`config.mk`:
```
export PLATFORM = sky130hd
export DESIGN_NAME = reg_bank8
export DESIGN_NICKNAME = d
export VERILOG_FILES = /design/src/rtl/reg_bank8.sv
export SDC_FILE = /design/constraint.sdc
export NUM_CORES = 1
export LEC_CHECK = 0
export BUFFER_PORTS_ARGS = -buffer_cell sky130_fd_sc_hd__buf_2
export CAP_MARGIN = 5
export CORE_MARGIN = 10
export CORE_UTILIZATION = 50
export CTS_CLUSTER_DIAMETER = 100
export DETAILED_ROUTE_END_ITERATION = 16
export PLACE_DENSITY = 0.69
export RECOVER_POWER = 100
export SYNTH_ARGS = -nofsm -noshare
export SYNTH_HDL_FRONTEND = slang
export SYNTH_SLANG_ARGS = --single-unit
```
`constraint.sdc`:
```
create_clock -name clk -period 6.65 [get_ports clk]
set_clock_uncertainty 0.05 [all_clocks]
set_input_delay 0.665 -clock clk [delete_from_list [all_inputs] [get_ports clk]]
set_output_delay 0.665 -clock clk [all_outputs]
set_load 0.02 [all_outputs]
```
`src/rtl/reg_bank8.sv`:
```
// rtl/reg_bank8.sv - 8-entry register bank with one-hot write strobes, bypassed dual read ports and sticky strobe error
module reg_bank8 #(
   parameter int WIDTH    = 8,
   parameter bit R0_ZERO  = 1'b0,
   parameter bit REG_READ = 1'b0
) (
   input  logic             clk,
   input  logic             reset_n,
   input  logic             we0,
   input  logic             we1,
   input  logic             we2,
   input  logic             we3,
   input  logic             we4,
   input  logic             we5,
   input  logic             we6,
   input  logic             we7,
   input  logic [WIDTH-1:0] wdata,
   input  logic [2:0]       raddr_a,
   input  logic [2:0]       raddr_b,
   output logic [WIDTH-1:0] rdata_a,
   output logic [WIDTH-1:0] rdata_b,
   input  logic             clr_err,
   output logic             onehot_err
);

   logic [7:0]       we_vec;
   logic [3:0]       strobe_cnt;
   logic [2:0]       wr_idx;
   logic             wr_legal;
   logic             wr_multi;
   logic             wr_en;

   logic [WIDTH-1:0] regs_q [8];
   logic [WIDTH-1:0] regs_d [8];
   logic             err_q;
   logic             err_d;
   logic [WIDTH-1:0] rdata_a_q;
   logic [WIDTH-1:0] rdata_a_d;
   logic [WIDTH-1:0] rdata_b_q;
   logic [WIDTH-1:0] rdata_b_d;

   assign we_vec = {we7, we6, we5, we4, we3, we2, we1, we0};

   // Count raised strobes and locate the target; only a single strobe is a legal write
   always_comb begin
      strobe_cnt = 4'd0;
      wr_idx     = 3'd0;
      for (int i = 0; i < 8; i++) begin
         if (we_vec[i]) begin
            strobe_cnt = strobe_cnt + 4'd1;
            wr_idx     = 3'(i);
         end
      end
      wr_legal = (strobe_cnt == 4'd1);
      wr_multi = (strobe_cnt > 4'd1);
      // A lone we0 with a hard-wired zero register is legal but stores nothing
      wr_en    = wr_legal && !(R0_ZERO && (wr_idx == 3'd0));
   end

   // Next register contents: at most one register takes wdata
   always_comb begin
      for (int i = 0; i < 8; i++) begin
         regs_d[i] = regs_q[i];
      end
      if (wr_en) begin
         regs_d[wr_idx] = wdata;
      end
      if (R0_ZERO) begin
         regs_d[0] = '0;
      end
   end

   // Sticky error: a multi-hot event beats a simultaneous clear
   always_comb begin
      err_d = err_q;
      if (wr_multi) begin
         err_d = 1'b1;
      end else if (clr_err) begin
         err_d = 1'b0;
      end
   end

   // Bypassed read values: same-cycle write data forwarded, zero register overrides all
   always_comb begin
      rdata_a_d = regs_q[raddr_a];
      if (wr_legal && (wr_idx == raddr_a)) begin
         rdata_a_d = wdata;
      end
      if (R0_ZERO && (raddr_a == 3'd0)) begin
         rdata_a_d = '0;
      end

      rdata_b_d = regs_q[raddr_b];
      if (wr_legal && (wr_idx == raddr_b)) begin
         rdata_b_d = wdata;
      end
      if (R0_ZERO && (raddr_b == 3'd0)) begin
         rdata_b_d = '0;
      end
   end

   // Register file and error flag state
   always_ff @(posedge clk or negedge reset_n) begin
      if (!reset_n) begin
         for (int i = 0; i < 8; i++) begin
            regs_q[i] <= '0;
         end
         err_q <= 1'b0;
      end else begin
         for (int i = 0; i < 8; i++) begin
            regs_q[i] <= regs_d[i];
         end
         err_q <= err_d;
      end
   end

   // Read-port output flops, only observed when reads are registered
   always_ff @(posedge clk or negedge reset_n) begin
      if (!reset_n) begin
         rdata_a_q <= '0;
         rdata_b_q <= '0;
      end else begin
         rdata_a_q <= rdata_a_d;
         rdata_b_q <= rdata_b_d;
      end
   end

   assign rdata_a    = REG_READ ? rdata_a_q : rdata_a_d;
   assign rdata_b    = REG_READ ? rdata_b_q : rdata_b_d;
   assign onehot_err = err_q;

endmodule

```
==> results of run 1 <==
Yosys cell counts, drive strengths merged:
cell type and n:
nor2b 3, o31ai 2, nor4 3, clkbuf 8, a31oi 1, o21bai 1, a221o 1, nand4b 1
o311ai 1, buf 16, nand3b 3, mux2 98, xnor3 2, o31a 1, nor3b 1, mux4 32
a21o 1, o21ai 1, o2bb2ai 1, a311oi 1, o211ai 2, nor2 9, xor2 11, or4b 1
ha 7, dfrtp 65, nand3 5, inv 8, xnor2 8, a21oi 6, nor3 1, and3 1
a211oi 2, nand2 13, nand4 5
per-layer routing:
layer / GRT usage, % / vias up
met5: 0 / -
met4: 6.43 / 0
met3: 4.12 / 18
met2: 24.0 / 73
met1: 20.7 / 1467
li1: - / 1288
state kept, by name, indices dropped and copies added, names as in the netlist:
name / count
regs_q: 64
onehot_err: 1
cell families (layout without fill, tap and decap cells):
kind of cell / count (synthesis) / count (layout) / share of synthesized area, %
adder cells (fa/ha/maj): 7 / 7 / 2.03
AND/OR/NAND/NOR: 46 / 46 / 6.43
flip-flops: 65 / 65 / 37.6
buffers and inverters: 32 / 71 / 2.89
multiplexers: 130 / 130 / 42.2
XOR/XNOR: 21 / 21 / 5.27
AO/OA/AOI/OAI: 21 / 21 / 3.56
cells in the final DEF, fill, tap and decap left out, types with 2 or more instances in the layout:
| cell | Yosys | layout |
|---|---|---|
| a211oi_1 | 2 | 2 |
| a21oi_1 | 6 | 6 |
| buf_2 | 4 | 32 |
| clkbuf_1 | 8 | 6 |
| clkbuf_2 | 0 | 11 |
| clkbuf_8 | 0 | 11 |
| dfrtp_1 | 65 | 65 |
| ha_1 | 7 | 7 |
| inv_1 | 8 | 8 |
| mux2_2 | 98 | 98 |
| mux4_2 | 32 | 32 |
| nand2_1 | 13 | 13 |
| nand3_1 | 5 | 5 |
| nand3b_1 | 3 | 3 |
| nand4_1 | 4 | 5 |
| nor2_1 | 7 | 9 |
| nor2b_1 | 3 | 3 |
| nor4_4 | 2 | 2 |
| o211ai_1 | 2 | 2 |
| o31ai_1 | 2 | 2 |
| xnor2_1 | 6 | 6 |
| xnor2_2 | 2 | 2 |
| xor2_1 | 11 | 11 |
area by class of cell:
type	instances	area share, %
Multi-Input combinational cell	225	53.5
Sequential cell	65	34.0
Timing Repair Buffer	48	4.97
Clock buffer	13	3.32
Tap cell	105	2.75
Clock inverter	2	0.785
Inverter	8	0.628
critical path, delay by kind of cell:
kind / cells / cell delay, ns
and+or+nand+nor: 4 / 0.68
buffers and inverters: 4 / 0.55
xor gates and xnor gates: 1 / 0.19
muxes: 3 / 0.95
adders and majority gates: 6 / 1.88
AOI/OAI and AO/OA: 3 / 0.74
through the flow:
| stage | power (mW) | instance area, um2 |
|---|---|---|
| after detailed placement | 1.38 | 4620 |
| after CTS | 1.72 | 4810 |
| after floorplan | 1.19 | 4320 |
| after global routing | 1.80 | 4780 |
| final | 1.70 | 4780 |
| after global placement | 1.35 | 4620 |
power groups by stage:
stage                     sequential, mW  combinational (mW)  clock, mW
after floorplan                    0.621               0.568          0
final                              0.651               0.708      0.341
after global routing               0.668               0.770      0.366
after CTS                          0.646               0.725      0.348
after detailed placement           0.653               0.722          0
after global placement             0.640               0.706          0
worst min-delay path by stage:
stage,from,to,slack (ns),depth (start not counted)
after global routing,regs_q[44],regs_q[44],0.49,1
final,regs_q[43],regs_q[43],0.48,1
after CTS,regs_q[43],regs_q[43],0.47,1
after global placement,regs_q[47],regs_q[47],0.45,1
after floorplan,reset_n,onehot_err,0.32,0
after detailed placement,regs_q[43],regs_q[43],0.46,1
==> results.py, run 1 <==
metrics = {
    "floorplan": {
        "core_um2": 8300,
        "die_h_um": 113,
        "die_x_um": 113,
        "ios": 42,
        "initial_utilization_pct": 52.1,
        "std_cell_rows": 33,
        "dieArea_um2": 12800,
    },
    "drt": {
        "first_pass_iters": 4,
        "wl_met1_um": 4590,
        "met3_length_um": 443,
        "wirelength_um": 9840,
        "vias_per_cell": 6.11,
        "avgRoutedWirePerCell_um": 21.1,
        "drt-initial-drc-count": 111,
        "ant_nets": 0,
        "drc_errors": 0,
        "top_layer_used": "met4",
        "num_vias": 2846,
        "dr_wl_met2_um": 4580,
    },
    "setup_path": {
        "startpoint": "we0",
        "cp_cell_sequence": "buf_2, inv_1, ha_1, xor2_1, ha_1, a21o_1, ha_1, mux2_2, ha_1, a221o_1, ha_1, mux2_2, ha_1, nor2b_1, nand2_1, o311ai_2, nand4_1, nor4_4, clkbuf_2, mux2_2, buf_2",
        "worstPathArrival_ns": 5.69,
        "reg2reg_depth": 1,
        "cp_max_fo": 5,
        "rr_endpoint": "regs_q[30]",
        "critical_path.max_stage_delay_ns": 0.39,
        "rr_startpoint": "regs_q[30]",
        "cp-start-kind": "primary input",
        "crit_slowest_cell": "a221o_1",
        "cp-end-kind": "output pin",
        "path_class": "in -> out",
        "reg2reg_slack_ns": 5.81,
        "crit_path_end": "rdata_b[3]",
        "crit_top_cell": "ha_1",
        "required_ns": 5.93,
    },
    "power": {
        "pwr-share-clk_pct": 20.1,
        "pwr-share-comb_pct": 41.6,
        "powerDensity_nw_per_um2": 356,
        "swShare_pct": 33.1,
        "max-vdd-ir-drop_v": 0.000224,
        "p_int_mw": 1.14,
        "power_leakage_nw": 2.11,
        "p_switching_mw": 0.563,
        "pwr-share-seq_pct": 38.3,
    },
    "sta": {
        "rsz0062_at_grt": "no",
        "fin_crit_sh_pct": 96.3,
        "setup_slack_ns": 0.248,
        "maxClockFrequency_ghz": 0.156,
        "finalHoldViolations": 0,
        "holdWs_ns": 0.475,
        "tightest_slew_ns": 3.42,
        "max-slew-margin-rel_pct": -128,
        "fin_setup_tns_ns": 0,
        "maxSlewViolCount": 66,
        "period_minus_slack_ns": 6.40,
        "final-setup-viol-count": 0,
    },
    "global_routing": {
        "grt_antenna_before_repair": 0,
        "track_usage_pct": 15.7,
        "grt-ovfl-total": 0,
        "grt_pass1_wl_um": 15900,
        "grt_pass1_vias": 2925,
        "grt_max_degree": 66,
    },
    "synth": {
        "ys_seq_elements": 65,
        "synth_nets": 354,
        "netlist.area_leader.share_pct": 37.6,
        "synth_cell_types": 41,
        "synth_area_um2": 4320,
        "synth_top_area_cell": "dfrtp_1",
        "syn_avg_cell_area_um2": 13.4,
        "synth_area_leaders": "dfrtp_1, mux2_2, mux4_2",
        "yosys_warnings": 0,
        "synth_cells": 322,
        "synth_seq_area_share_pct": 37.6,
    },
    "cts": {
        "numCtsBuffers": 9,
        "clock-sinks": 65,
        "ctsResizeCount": 0,
        "cts_setup_buffers": 0,
        "cts_root_buf": "clkbuf_8",
        "clk_latency_ns": 0.34,
        "h-tree-depth": 3,
        "cts_tree": "done",
        "holdBufCountCts": 0,
        "cts.path.max_buffers": 2,
        "clkTransAtPathRegs_ns": 0.06,
    },
    "cells_and_area": {
        "multi_input_area_um2": 2560,
        "antenna_cells": 0,
        "regArea_um2": 1630,
        "post-route-util_pct": 57.6,
        "fillers": 680,
        "layout-drive-gt1-share_pct": 53.7,
        "syn_to_final_growth_pct": 10.6,
        "fin_cells": 466,
        "nNetsFinal": 389,
    },
    "placed_design": {
        "port_buffers": 41,
        "post-place-cells": 451,
        "gp_congestion": 0.816,
        "dp_hpwl_um": 6760,
        "place_ws_ns": 0.262,
    },
    "hold_path": {
        "hp-class": "reg -> reg",
    },
    "outcome": {
        "status": "complete, but fails checks",
        "violations": "max-capacitance violations, max-slew violations",
    },
    "flow_run": {
        "drv_cap": 1,
    },
}
Note: power is estimated with default switching activity, not from simulation.
==> run 2: changes to the inputs <==
Settings changed: ABC_AREA from default to 1.
==> run 2 against run 1 <==
The flow still finishes with violations (max-capacitance violations, max-slew violations); sequential power shrank 6.8%; total power down 8.1%; die area increased by 10%; routed wire length up 55%; non-clock buffer count shrank 2; hold slack got worse by 0.041 ns; combinational power decreased by 18%; register-to-register slack gained 0.09 ns; global-route usage rose by 5.8 points; synthesized cell count increased by 120%; final cell count increased by 87%; sequential cell count is the same; critical path type unchanged; largest cell class unchanged.
==> results.py, run 2 <==
metrics = {
    "cells_and_area": {
        "largest_reg_flops": 64,
        "finish.instance_area_um2": 5150,
        "final_cell_mix": "nand2_1, nand3_1, o21ai_0",
        "final_common_cell": "nand2_1",
        "syn_to_final_growth_pct": 6.00,
        "largest-register": "regs_q",
        "fillers": 953,
        "multi_input_area_um2": 2800,
        "antenna_cells": 0,
        "fin_cells": 870,
        "nNetsFinal": 769,
        "regArea_um2": 1630,
        "layout-drive-gt1-share_pct": 9.72,
    },
    "placed_design": {
        "dpl_cell_area_um2": 5030,
        "port_buffers": 41,
        "gp_congestion": 0.894,
        "post-place-cells": 855,
        "dp_hpwl_um": 10300,
    },
    "sta": {
        "max-slew-margin-rel_pct": -136,
        "fin_crit_sh_pct": 90.1,
        "rsz0062_at_grt": "no",
        "final-setup-viol-count": 0,
        "fin_setup_tns_ns": 0,
        "finalHoldViolations": 0,
        "holdWs_ns": 0.434,
        "tightest_slew_ns": 3.55,
        "period_minus_slack_ns": 5.99,
        "maxSlewViolCount": 66,
        "maxClockFrequency_ghz": 0.167,
    },
    "setup_path": {
        "cp-start-kind": "primary input",
        "cp-end-kind": "output pin",
        "required_ns": 5.93,
        "path_class": "in -> out",
        "worstPathArrival_ns": 5.28,
        "cp_max_fo": 41,
    },
    "hold_path": {
        "hp-class": "reg -> reg",
    },
    "drt": {
        "ant_nets": 0,
        "vias_per_cell": 5.79,
        "first_pass_iters": 6,
        "wirelength_um": 15200,
        "drt-initial-drc-count": 560,
        "avgRoutedWirePerCell_um": 17.5,
        "num_vias": 5037,
        "drc_errors": 0,
    },
    "floorplan": {
        "die_x_um": 119,
        "core_um2": 9370,
        "ios": 42,
        "die_h_um": 119,
        "std_cell_rows": 35,
        "dieArea_um2": 14100,
        "initial_utilization_pct": 51.9,
    },
    "cts": {
        "h-tree-depth": 3,
        "clock-sinks": 65,
        "holdBufCountCts": 0,
        "cts.path.max_buffers": 2,
        "cts_root_buf": "clkbuf_8",
        "clk_latency_ns": 0.36,
        "numCtsBuffers": 9,
        "ctsResizeCount": 0,
        "cts_tree": "done",
        "cts_setup_buffers": 0,
        "clkTransAtPathRegs_ns": 0.07,
    },
    "synth": {
        "ys_async_sr_fraction_pct": 100,
        "synth_seq_area_share_pct": 33.5,
        "yosys_warnings": 0,
        "synth_xor_area_share_pct": 1.42,
        "synth-simple-area-share_pct": 42.5,
        "synth_top_area_cell": "dfrtp_1",
        "muxShareOfSynthArea_pct": 0,
        "synth.most_common_cell": "nand2_1",
        "synth_area_leaders": "dfrtp_1, nand2_1, nand3_1",
        "synth_nets": 753,
        "synth_top_family_by_area": "simple AND/OR/NAND/NOR gates",
        "ys_seq_elements": 65,
        "synth-compound-area-share_pct": 12.9,
        "syn_avg_cell_area_um2": 6.74,
        "synth_cells": 721,
        "synth_common_cells": "nand2_1, nand3_1, o21ai_0",
        "synth_edf_count": 0,
        "ys.flop_type": "dfrtp_1",
        "synth_cell_types": 29,
        "synth_area_um2": 4860,
        "synth-adder-area-share_pct": 1.80,
        "netlist.area_leader.share_pct": 33.5,
    },
    "global_routing": {
        "track_usage_pct": 21.6,
        "grt_max_degree": 66,
        "grt_pass1_vias": 4842,
        "grt-ovfl-total": 0,
        "grt_antenna_before_repair": 0,
        "grt_pass1_wl_um": 24800,
    },
    "power": {
        "max-vdd-ir-drop_v": 0.000124,
        "power_leakage_nw": 2.60,
        "finalPower_mw": 1.56,
        "powerDensity_nw_per_um2": 303,
    },
    "outcome": {
        "violations": "max-capacitance violations, max-slew violations",
        "status": "complete, but fails checks",
    },
    "flow_run": {
        "drv_cap": 1,
    },
}
run 2: cell types whose count changed after synthesis, moves of 9 or more:
cell and change:
inv_1 +29, buf_6 +9, o21ai_0 +83, mux2_2 -98, nor2_1 +65, mux4_2 -32, clkbuf_1 +21, a21oi_1 +12
o22ai_1 +16, nand4_4 +10, nand2_1 +226, nand3_1 +88, buf_1 -12
run 2: metal layers:
layer / global-route usage [%] / routed length [um] / up-vias
met5: 0 / 0 / -
met1: 27.9 / 6380 / 2316
met2: 34.0 / 6900 / 285
met3: 5.09 / 1560 / 38
li1: - / - / 2398
met4: 8.47 / 381 / 0
run 2: worst paths after layout:
| path | from | end | slack (ns) | cells past startpoint |
|---|---|---|---|---|
| setup / recovery | we1 | rdata_a[1] | 0.66 | 27 |
| hold reg to reg | regs_q[31] | regs_q[31] | 0.43 | 2 |
| setup reg to reg | onehot_err | onehot_err | 5.90 | 2 |
| hold / removal | regs_q[31] | regs_q[31] | 0.43 | 2 |
| max in group asynchronous | reset_n | regs_q[45] | 3.01 | 2 |
| min in group asynchronous | reset_n | regs_q[26] | 1.56 | 2 |
run 2: area by class of cell:
type	instances	area share, %
inverters	40	2.91
flip-flops and latches	65	31.6
clock buffers	12	2.82
repair buffers	46	4.08
multi-input cells	575	54.2
clock inverters	3	1.26
well taps	129	3.13
run 2: cells by family (layout without fill, tap and decap cells):
logic type / count (synthesis) / after routing
buffers and inverters: 81 / 101
DFF: 65 / 65
adders and majority gates: 7 / 7
xor gates and xnor gates: 7 / 7
AOI/OAI and AO/OA: 120 / 120
and+or+nand+nor: 441 / 441
run 2: worst max-delay path, stage by stage:
cell and delay, ns:
clkbuf_1 0.12, inv_1 0.06, ha_1 0.33, inv_1 0.07
nand2_1 0.09, nand2_1 0.06, ha_1 0.26, nand2_1 0.08
nand2_1 0.07, ha_1 0.26, or2_2 0.30, nand2_1 0.10
inv_1 0.05, ha_1 0.28, nand2_1 0.07, nand2_1 0.09
ha_1 0.28, nand2_1 0.08, nand2_1 0.09, ha_1 0.28
or2_2 0.30, a21oi_1 0.19, inv_1 0.13, nor2_8 0.45
nand3_1 0.15, nand2_1 0.10, clkbuf_1 0.24
run 2: through the flow:
| stage | setup slack [ns] | util [%] |
|---|---|---|
| 2_1_floorplan | 1.43 | - |
| 3_3_place_gp | 0.983 | 53.7 |
| 3_5_place_dp | 0.844 | 53.7 |
| 4_1_cts | 0.841 | 55.9 |
| 5_1_grt | 0.260 | 55.0 |
| 6_report | 0.659 | 55.0 |
run 2: where the power goes:
group          switching, mW  internal [mW]  leakage [nW]  total, mW
clock                  0.154          0.219         0.106      0.373
combinational          0.397          0.185          1.63      0.581
sequential            0.0916          0.516         0.857      0.607
